`src/rtl/diff_sd_driver.sv`:
```
// Differential first-order sigma-delta driver with break-before-make dead time on polarity changes.
// Define SD_DITHER_EN to add an 8-bit LFSR carry-in dither to the accumulator.
module diff_sd_driver #(
  parameter int unsigned WIDTH = 8,
  parameter int unsigned DEAD  = 2
) (
  input  logic             clk,
  input  logic             rst,
  input  logic             en,
  input  logic [WIDTH-1:0] code,
  input  logic             code_valid,
  output logic             code_ready,
  output logic             vip,
  output logic             vin,
  output logic             oe,
  output logic             frame_end
);

  localparam int unsigned DeadW = (DEAD > 1) ? $clog2(DEAD) : 1;
  localparam logic [DeadW-1:0] DeadInit = (DEAD > 0) ? DeadW'(DEAD - 1) : '0;

  typedef enum logic [1:0] {StIdle, StRun, StDead} state_e;

  state_e           state_q, state_d;
  logic [WIDTH-1:0] acc_q, acc_d;
  logic [WIDTH-1:0] cur_code_q, cur_code_d;
  logic [WIDTH-1:0] frame_cnt_q, frame_cnt_d;
  logic [DeadW-1:0] dead_cnt_q, dead_cnt_d;
  logic             last_bit_q, last_bit_d;
  logic             first_q, first_d;
  logic             vip_q, vip_d, vin_q, vin_d, oe_q, oe_d;
  logic             frame_end_q, frame_end_d;

  logic             carry_in;
  logic [WIDTH:0]   sum;
  logic             sd_bit, run_apply, dead_apply, step_apply, frame_last, accept;

`ifdef SD_DITHER_EN
  logic [7:0] lfsr_q, lfsr_d;
  assign carry_in = lfsr_q[0];
`else
  assign carry_in = 1'b0;
`endif

  assign sum        = {1'b0, acc_q} + {1'b0, cur_code_q} + {{WIDTH{1'b0}}, carry_in};
  assign sd_bit     = sum[WIDTH];
  assign run_apply  = (state_q == StRun) & (first_q | (sd_bit == last_bit_q) | (DEAD == 0));
  // The pending step is applied on the last dead cycle so exactly DEAD zero cycles appear.
  assign dead_apply = (state_q == StDead) & (dead_cnt_q == '0);
  assign step_apply = run_apply | dead_apply;
  assign frame_last = &frame_cnt_q;
  assign code_ready = en & ((state_q == StIdle) | (step_apply & frame_last));
  assign accept     = code_valid & code_ready;

  always_ff @(posedge clk or posedge rst) begin
    if (rst) state_q <= StIdle;
    else     state_q <= state_d;
  end

  always_comb begin
    state_d = state_q;
    if (!en) begin
      state_d = StIdle;
    end else begin
      unique case (state_q)
        StIdle:  if (accept) state_d = StRun;
        StRun:   if (!run_apply) state_d = StDead;
        StDead:  if (dead_cnt_q == '0) state_d = StRun;
        default: state_d = StIdle;
      endcase
    end
  end

  always_comb begin
    acc_d       = acc_q;
    cur_code_d  = cur_code_q;
    frame_cnt_d = frame_cnt_q;
    dead_cnt_d  = dead_cnt_q;
    last_bit_d  = last_bit_q;
    first_d     = first_q;
    vip_d       = vip_q;
    vin_d       = vin_q;
    oe_d        = oe_q;
    frame_end_d = 1'b0;
`ifdef SD_DITHER_EN
    lfsr_d      = lfsr_q;
`endif
    if (!en) begin
      acc_d       = '0;
      frame_cnt_d = '0;
      dead_cnt_d  = '0;
      first_d     = 1'b0;
      vip_d       = 1'b0;
      vin_d       = 1'b0;
      oe_d        = 1'b0;
    end else if (state_q == StIdle) begin
      vip_d = 1'b0;
      vin_d = 1'b0;
      oe_d  = 1'b0;
      if (accept) begin
        cur_code_d  = code;
        acc_d       = '0;
        frame_cnt_d = '0;
        first_d     = 1'b1;
      end
    end else if (step_apply) begin
      acc_d       = sum[WIDTH-1:0];
      vip_d       = sd_bit;
      vin_d       = ~sd_bit;
      oe_d        = 1'b1;
      last_bit_d  = sd_bit;
      frame_cnt_d = frame_cnt_q + WIDTH'(1);
      first_d     = 1'b0;
      frame_end_d = frame_last;
      if (accept) cur_code_d = code;
`ifdef SD_DITHER_EN
      lfsr_d = {lfsr_q[6:0], lfsr_q[7] ^ lfsr_q[5] ^ lfsr_q[4] ^ lfsr_q[3]};
`endif
    end else if (state_q == StRun) begin
      vip_d      = 1'b0;
      vin_d      = 1'b0;
      dead_cnt_d = DeadInit;
    end else begin
      dead_cnt_d = dead_cnt_q - DeadW'(1);
    end
  end

  always_ff @(posedge clk or posedge rst) begin
    if (rst) begin
      acc_q       <= '0;
      cur_code_q  <= '0;
      frame_cnt_q <= '0;
      dead_cnt_q  <= '0;
      last_bit_q  <= 1'b0;
      first_q     <= 1'b0;
      vip_q       <= 1'b0;
      vin_q       <= 1'b0;
      oe_q        <= 1'b0;
      frame_end_q <= 1'b0;
    end else begin
      acc_q       <= acc_d;
      cur_code_q  <= cur_code_d;
      frame_cnt_q <= frame_cnt_d;
      dead_cnt_q  <= dead_cnt_d;
      last_bit_q  <= last_bit_d;
      first_q     <= first_d;
      vip_q       <= vip_d;
      vin_q       <= vin_d;
      oe_q        <= oe_d;
      frame_end_q <= frame_end_d;
    end
  end

`ifdef SD_DITHER_EN
  always_ff @(posedge clk or posedge rst) begin
    if (rst) lfsr_q <= 8'hA5;
    else     lfsr_q <= lfsr_d;
  end
`endif

  assign vip       = vip_q;
  assign vin       = vin_q;
  assign oe        = oe_q;
  assign frame_end = frame_end_q;

endmodule

```
`config.mk`:
```
export PLATFORM = sky130hd
export DESIGN_NAME = diff_sd_driver
export DESIGN_NICKNAME = d
export VERILOG_FILES = /design/src/rtl/diff_sd_driver.sv
export SDC_FILE = /design/constraint.sdc
export NUM_CORES = 1
export LEC_CHECK = 0
export CAP_MARGIN = 15
export CORE_MARGIN = 1
export CORE_UTILIZATION = 23
export CTS_BUF_LIST = sky130_fd_sc_hd__clkbuf_16
export CTS_CLUSTER_DIAMETER = 40
export DETAILED_ROUTE_END_ITERATION = 7
export PLACE_DENSITY = 0.48
export SYNTH_ARGS = -nofsm -noshare
export SYNTH_HDL_FRONTEND = slang
export SYNTH_SLANG_ARGS = --single-unit
```
`constraint.sdc`:
```
create_clock -name clk -period 6.1 [get_ports clk]
set_input_delay 1.525 -clock clk [delete_from_list [all_inputs] [get_ports clk]]
set_output_delay 1.525 -clock clk [all_outputs]
set_load 0.05 [all_outputs]
```
# ---- After elaboration in Yosys (flattened, before gate mapping)
# Cells that the tools add are included.
dict set report classes {
  add_sub_neg 3
  n_eq_ne 10
  mux 36
  n_bitwise 11
  n_reduce_logical 8
}
# cell count
set ops {}
lappend ops {{$mux W8} 10}
lappend ops {{$mux W1} 21}
lappend ops {{$add A8 B8 Y9} 1}
lappend ops {{$ne A3 B3 Y1 const B} 3}
lappend ops {{$add A8 B1 Y8 const B} 1}
lappend ops {{$mux W2} 4}
lappend ops {{$reduce_and A8 Y1} 1}
lappend ops {{$pmux W2 S3} 1}
lappend ops {{$reduce_and A2 Y1} 3}
lappend ops {{$reduce_and A3 Y1} 2}
lappend ops {{$and A1 B1 Y1} 5}
lappend ops {{$ne A2 B2 Y1 const B} 2}
lappend ops {{$ne A4 B1 Y1 const B} 1}
lappend ops {{$ne A3 B1 Y1 const B} 1}
lappend ops {{$not A1 Y1} 3}
lappend ops {{$or A1 B1 Y1} 3}
lappend ops {{$eq A2 B1 Y1 const B} 1}
lappend ops {{$eq A2 B2 Y1 const B} 1}
lappend ops {{$logic_not A2 Y1} 1}
lappend ops {{$reduce_bool A2 Y1} 1}
lappend ops {{$eq A1 B1 Y1} 1}
lappend ops {{$sub A1 B1 Y1 const B} 1}
dict set report word_totals {
  register_bits 33
  inputBits 12
  word_cells 79
}

# ---- Longest topological paths before layout
# Gate-level depths: netlist of run 1.
dict set report logic_depth {
  word_depth 12
  mapped_depth 11
  depth_no_buf 9
}

# ---- Least setup slack after synthesis of run 1
# OpenSTA, ideal clock, no wires.
dict set report synth_timing {
  kind {in2out}
  start {input en}
  end {output code_ready}
  t_arrival_ps 2269
  setup_slack_ps 2306
  cell_stages 2
  path_buffers 1
  cell_sequence {clkbuf_1 o31a_1}
}
dict set report synth_between {
  elab_chain_cells 1
}
# item line
set synth_lines {}
lappend synth_lines {{from (decl)} 9} ;# input logic en,
lappend synth_lines {{$and A1 B1 Y1} 52} ;# assign code_ready = en & ((state_q == StIdle) | (step_apply & frame_last));
lappend synth_lines {{to (decl)} 12} ;# output logic code_ready,
# Every way passes these cells.

# ---- Final worst setup path of run 1
dict set report layout_timing {
  start {register acc_q[0]}
  end {output code_ready}
}
dict set report layout_between {
  elab_chain_cells 8
}
# item line
set layout_lines {}
lappend layout_lines {{from (decl)} 25} ;# logic [WIDTH-1:0] acc_q, acc_d;
lappend layout_lines {{from (signal assigned)} 130} ;# acc_q <= '0;
lappend layout_lines {{from (signal assigned)} 141} ;# acc_q <= acc_d;
lappend layout_lines {{$add A8 B8 Y9} 45} ;# assign sum = {1'b0, acc_q} + {1'b0, cur_code_q} + {{WIDTH{1'b0}}, carry_in};
lappend layout_lines {{$eq A1 B1 Y1} 47} ;# assign run_apply = (state_q == StRun) & (first_q | (sd_bit == last_bit_q) | (DEAD == 0));
lappend layout_lines {{$or A1 B1 Y1} 47}
lappend layout_lines {{$and A1 B1 Y1} 47}
lappend layout_lines {{$or A1 B1 Y1} 50} ;# assign step_apply = run_apply | dead_apply;
lappend layout_lines {{$and A1 B1 Y1} 52}
lappend layout_lines {{$or A1 B1 Y1} 52}
lappend layout_lines {{$and A1 B1 Y1} 52}
# Every way passes these cells.

==> metrics.txt, run 1 <==
status finished clean; crit path max fanout 4; WHS Path Cells 1; Die Area 0.00895 mm^2; area grow syn2layout 21.5%; Sw Ratio 32.7%; Cell Chain, Critical Path ha_1, inv_1, fa_1, nor2b_4, o31ai_2, a211o_1, a21oi_1, nor3_1, o31a_1, clkdlybuf4s50_1; VDD IR-drop max 120 uV; Starting Density 23.9%; ant diodes 0; # hold bufs at CTS 0; final setup fails 0; setup TNS 0 ns; Post-CTS Setup Inserts 0; RR Endpoint acc_q[6]; Max H-tree Level 2; f_max 208 MHz; FF-to-FF Start acc_q[0]; Max Cap Viol 0; Rows 33; Cell Count, Final, Fillers Out 317; R2R depth 9; syn_nets 215; Avg WL per Cell 13.1 um; global-route wire length before repair 6.96 mm; Leak 1.02 nW; Max Root-Sink Buffers 2; initial antenna violation count 0; die width 94.6 um; hpwl dp 2.89 mm; Clock Power Share 32.2%; Via density 4.61; Worst path slowest cell clkdlybuf4s50_1; clk_lat worst skew 0.27 ns; Tot Pwr 0.000876 W; Vias 1,460; Flop pwr share 33.8%; Min Clock Period, post-route 4.81 ns; Crit path largest cell delay 0.70 ns; pwr/cell area 365 mW/mm^2; Seq/Total Area, Yosys 41.9%; Total Wirelength 4.16 mm; hold wc startpoint frame_cnt_q[3]; root buffer cell clkbuf_16; CP required 4.58 ns; largest net degree at the start of global routing 34; IO Count 17; Buffers on Ports 16; Post-Syn Area per Cell 10.2 um^2; Arr. time, crit path 3.28 ns; final hold violation count 0; RSZ-0062 raised after global routing no; share of cells above drive strength 1 15.1%; vias in the first global route 1,451; post_cts resized 0; DRC 0; CORE AREA 0.00826 mm^2; post-synth top area cell dfrtp_1; Nets 233; Syn Std Cell Area 0.00197 mm^2; Worst Skew 0.00281 ns; CP Capture Type primary output; GR Overflow Total 0; cell count after synthesis 193; Final period util 78.8%; drt initial violations 20; yosys warns 0; Placer Congestion 0.759; flop-to-flop setup slack 3.14 ns; internal power 0.000589 W; Worst slew margin 37.2%; die height 94.6 um; CP Launch Type register; Synth top area share 41.9%; Final Max Slew Viols 0; synthesized flop and latch total 33; Sw Pwr 0.000287 W; total clock sinks 33; CTS tree built; placed cell count 309; Hold EP frame_cnt_q[3]; # fillers 871; total CTS buffers 5; ranking of synthesized cells by area dfrtp_1 (42%), ha_1 (5.7%), mux2_4 (5.3%), mux2_2 (5.1%), nor2_1 (3.6%); Setup Crit Path Kind register to primary output; combinational power share 34.0%; Synth cell types 44; first drt pass iteration count 4; Final ANT Viol Nets 0; Worst Max-Slew Pin Slew 0.934 ns; Global Route Usage Sum 10.1%; hold crit path type register to register; CTS clk-pin slew, worst paths 0.06 ns
==> state kept, by name (all words and copies together) (netlist names) <==
register     flops
first_q          1
frame_end        1
oe               1
acc_q            8
vip              1
cur_code_q       8
frame_cnt_q      8
vin              1
last_bit_q       1
dead_cnt_q       1
state_q          2
==> placed cells by master (no fill, tap or decap), drive strengths merged <==
cell type	instances
dfrtp	33
nor2	19
clkdlybuf4s50	16
mux2	16
inv	13
a21oi	13
o21ai	11
ha	9
nand2	7
nor3	7
o31ai	6
nand2b	5
o311ai	5
nand3	5
clkbuf	5
and3	4
a211oi	4
o211ai	3
mux2i	3
nor2b	3
o21a	2
a21o	2
o31a	2
buf	2
or3	2
and4b	1
a22oi	1
a2111oi	1
a211o	1
o21bai	1
a311o	1
xnor2	1
a31oi	1
o2111ai	1
and2	1
nand4	1
xor2	1
fa	1
bufinv	1
clkinv	1
==> cell families after synthesis <==
kind of cell | count (synthesis) | share of synthesized area, %
AND/OR/NAND/NOR | 55 | 14.0
buffers and inverters | 19 | 4.57
flip-flops | 33 | 41.9
AO/OA/AOI/OAI | 55 | 19.9
adder cells (fa/ha/maj) | 10 | 6.73
multiplexers | 19 | 12.0
XOR/XNOR | 2 | 0.888
==> layer usage <==
metal	track usage, %	part of all wire, %
met5	0	0
met4	3.79	1.1
met3	2.50	3.6
met2	15.6	45
met1	13.6	50
==> stage by stage <==
step / cell area [um^2] / setup slack (ns) / utilization, % / hold slack, ns
final: 2400 / 1.29 / 29.0 / 0.496
after global routing: 2400 / 1.13 / 29.0 / 0.527
after CTS: 2400 / 1.28 / 29.0 / 0.502
after detailed placement: 2230 / 1.33 / 27.0 / 0.493
after global placement: 2230 / 1.33 / 27.0 / 0.490
after floorplan: 1970 / 2.31 / - / 0.451
==> worst max-delay path: cells and delay by family, from the launching register on <==
| kind | cells | cell delay (ns) |
|---|---|---|
| and+or+nand+nor | 2 | 0.26 |
| AOI/OAI and AO/OA | 4 | 1.00 |
| buffers and inverters | 2 | 0.76 |
| DFF | 1 | 0.35 |
| adders and majority gates | 2 | 0.62 |
==> cell usage after synthesis, drive strengths merged <==
| cell type | count |
|---|---|
| ha | 9 |
| o21a | 2 |
| xnor2 | 1 |
| nand3 | 5 |
| o311ai | 5 |
| and3 | 4 |
| a21o | 2 |
| mux2i | 3 |
| nor2b | 3 |
| dfrtp | 33 |
| o2111ai | 1 |
| and2 | 1 |
| buf | 3 |
| nand4 | 1 |
| a21oi | 13 |
| o211ai | 3 |
| nor3 | 7 |
| a22oi | 1 |
| nand2b | 5 |
| mux2 | 16 |
| or3 | 2 |
| a211oi | 4 |
| nand2 | 7 |
| a31oi | 1 |
| o21bai | 1 |
| o21ai | 11 |
| a311o | 1 |
| inv | 12 |
| a211o | 1 |
| a2111oi | 1 |
| xor2 | 1 |
| and4b | 1 |
| nor2 | 19 |
| o31ai | 6 |
| clkbuf | 4 |
| fa | 1 |
| o31a | 2 |
==> power by group through the flow <==
stage,combinational [W],sequential (W),clock (W)
floorplan,0.000240,0.000295,0
finish,0.000298,0.000296,0.000282
global placement,0.000298,0.000297,0
global route,0.000333,0.000301,0.000300
CTS,0.000301,0.000296,0.000291
detailed placement,0.000299,0.000300,0
==> final cells by class <==
cell class	count	area, um^2	share of cell area (%)
Multi-Input combinational cell	141	1060	44.1
Inverter	12	45.0	1.88
Clock buffer	5	125	5.22
Clock inverter	3	37.5	1.57
Timing Repair Buffer	18	175	7.31
Sequential cell	33	826	34.5
Tap cell	105	131	5.48
==> how the worst max path moves through the flow <==
stage	startpoint	end	slack, ns	depth (start not counted)
3_3_place_gp	en	code_ready	1.33	3
6_report	acc_q[0]	code_ready	1.29	10
2_1_floorplan	en	code_ready	2.31	2
3_5_place_dp	en	code_ready	1.33	3
5_1_grt	acc_q[0]	code_ready	1.13	10
4_1_cts	acc_q[0]	code_ready	1.28	10
Power figures use the tool's default switching activity.
==> run 2: changes to the inputs <==
--- a/config.mk
+++ b/config.mk
@@ -11,7 +11,7 @@
 export CTS_BUF_LIST = sky130_fd_sc_hd__clkbuf_16
 export CTS_CLUSTER_DIAMETER = 40
 export DETAILED_ROUTE_END_ITERATION = 7
-export PLACE_DENSITY = 0.48
+export PLACE_DENSITY = 0.49
 export SYNTH_ARGS = -nofsm -noshare
 export SYNTH_HDL_FRONTEND = slang
 export SYNTH_SLANG_ARGS = --single-unit
==> constraint.sdc (replaced) <==
create_clock -name clk -period 4.1 [get_ports clk]
set_input_delay 1.025 -clock clk [delete_from_list [all_inputs] [get_ports clk]]
set_output_delay 1.025 -clock clk [all_outputs]
set_load 0.05 [all_outputs]
==> run 2 against run 1 <==
  * Hold slack worse by 0.0014 ns
  * Sequential power up 48%
  * Register-to-register slack worse by 2.0 ns
  * Sequential share of layout area up 0.29 points
  * Via count up 2.0%
  * Flip-flop and latch count unchanged
  * Total power up 41%
  * First-iteration DRC count rose to 3.4 times the previous value
  * Critical path type unchanged
  * Highest routed layer unchanged
==> metrics.txt, run 2 (synthesized netlist as in run 1, its figures left out) <==
status finished clean; Worst path slowest cell fa_1; RSZ-0062 raised after global routing no; Final Max Slew Viols 0 (unchanged); Total Wirelength 4.10 mm (-1.4%); CP Capture Type primary output; CP Launch Type register; ant diodes 0 (unchanged); total clock sinks 33 (unchanged); largest net degree at the start of global routing 34 (unchanged); crit path max fanout 4 (unchanged); Avg WL per Cell 12.9 um (-1.7%); Rows 33 (unchanged); Vias 1,489 (+2.0%); Leak 1.02 nW (-0.75%); VDD IR-drop max 166 uV (+38%); Worst Max-Slew Pin Slew 0.789 ns (-0.144 ns); Via density 4.68 (+1.7%); Buffers on Ports 16 (unchanged); Max H-tree Level 2 (unchanged); Min Clock Period, post-route 3.79 ns; Arr. time, crit path 2.76 ns (-0.52 ns); Placer Congestion 0.769 (+1.4%); # fillers 887 (+1.8%); pwr/cell area 520 mW/mm^2 (+42%); CTS tree built; # hold bufs at CTS 0 (unchanged); hold crit path type register to register; Final period util 92.3%; RR Endpoint acc_q[6]; Global Route Usage Sum 10.5% (+0.40 points); share of cells above drive strength 1 16.0% (+0.87 points); Die Area 0.00895 mm^2 (unchanged); crit path buf inv count 2 (unchanged); hpwl dp 2.91 mm (+0.46%); Starting Density 23.9% (unchanged); crit path capture code_ready; largest registers acc_q (8), cur_code_q (8), frame_cnt_q (8); Levels on crit path 10 (unchanged); setup TNS 0 ns (unchanged); root buffer cell clkbuf_16; vias in the first global route 1,488 (+2.5%); initial antenna violation count 0 (unchanged); crit path launch acc_q[0]; Top Family by Delay on Critical Path compound AO/OA/AOI/OAI gates; die width 94.6 um (unchanged); GR Overflow Total 0 (unchanged); CORE AREA 0.00826 mm^2 (unchanged); Setup Crit Path Kind register to primary output; DRC 0 (unchanged); R2R depth 9 (unchanged); Crit path largest cell delay 0.43 ns (-0.27 ns); drt initial violations 67 (+240%); Cell Count, Final, Fillers Out 318 (+0.32%); most frequent cells in the layout dfrtp_1 (33), nor2_1 (19), clkdlybuf4s50_1 (15); CTS clk-pin slew, worst paths 0.05 ns (about the same); Final ANT Viol Nets 0 (unchanged); Nets 234 (+0.43%); Max Root-Sink Buffers 2 (unchanged); global-route wire length before repair 7.22 mm (+3.7%); Layout Utilization 28.8% (-0.24 points); Post-CTS Setup Inserts 0 (unchanged); first drt pass iteration count 4 (unchanged); Worst Skew 0.00175 ns (-0.00106 ns); FF-to-FF Start acc_q[0]; total CTS buffers 5 (unchanged); area grow syn2layout 20.5%; f_max 264 MHz; final setup fails 0 (unchanged); placed cell count 310 (+0.32%); Max Cap Viol 0 (unchanged); die height 94.6 um (unchanged); most common cell after layout, fill and taps aside dfrtp_1; post_cts resized 0 (unchanged); final hold violation count 0 (unchanged); clk_lat worst skew 0.28 ns (about the same); IO Count 17 (unchanged); Worst slew margin 47.4% (+10 points); CP required 3.07 ns (-1.51 ns); Cell Chain, Critical Path ha_1, inv_1, fa_1, nor2b_4, o31ai_2, a211o_1, a21oi_1, nor3_1, o31a_1, buf_4; flop-to-flop setup slack 1.12 ns (-2.02 ns)
## run 2: worst min-delay path by stage
stage                     cells after the start  slack (ns)             end           start
after global routing                          1        0.52  frame_cnt_q[3]  frame_cnt_q[3]
after detailed placement                      1        0.49  frame_cnt_q[3]  frame_cnt_q[3]
after CTS                                     1        0.50  frame_cnt_q[3]  frame_cnt_q[3]
after global placement                        1        0.49  frame_cnt_q[3]  frame_cnt_q[3]
final                                         1        0.49  frame_cnt_q[3]  frame_cnt_q[3]
after floorplan                               1        0.45  frame_cnt_q[3]  frame_cnt_q[3]
## run 2: layout make-up
type / count / area, um^2 / area share (%)
clock inverters: 3 / 12.5 / 0.527
flip-flops and latches: 33 / 826 / 34.8
well taps: 105 / 131 / 5.53
repair buffers: 19 / 180 / 7.58
clock buffers: 5 / 125 / 5.27
inverters: 12 / 45.0 / 1.90
multi-input cells: 141 / 1060 / 44.4
## run 2: worst register-to-register path: cells and delay by family, from the launching register on
family / cells / cell delay, ns
AO/OA/AOI/OAI: 4 / 1.24
buffers and inverters: 1 / 0.07
flip-flops: 1 / 0.34
multiplexers: 1 / 0.42
AND/OR/NAND/NOR: 1 / 0.17
adder cells (fa/ha/maj): 2 / 0.63
## run 2: metrics by stage
| stage | worst slack (ns) | power, W | hold slack (ns) | area [um^2] |
|---|---|---|---|---|
| floorplan | 0.828 | 0.000796 | 0.451 | 1970 |
| global placement | 0.667 | 0.000888 | 0.486 | 2240 |
| detailed placement | 0.614 | 0.000891 | 0.491 | 2240 |
| CTS | 0.303 | 0.00125 | 0.499 | 2380 |
| global route | 0.139 | 0.00132 | 0.521 | 2380 |
| finish | 0.315 | 0.00124 | 0.495 | 2380 |
## run 2: metal layers
metal | GRT usage, % | vias up | wire length, um
met2 | 15.9 | 22 | 1790
met1 | 14.1 | 717 | 2060
met4 | 2.65 | 0 | 48
met3 | 3.86 | 7 | 199
met5 | 0 | - | 0
li1 | - | 743 | -
## run 2: power by group
part / internal (W) / total [W] / switching [W]
sequential: 0.000389 / 0.000437 / 0.0000479
combinational: 0.000206 / 0.000444 / 0.000238
clock: 0.000219 / 0.000355 / 0.000135
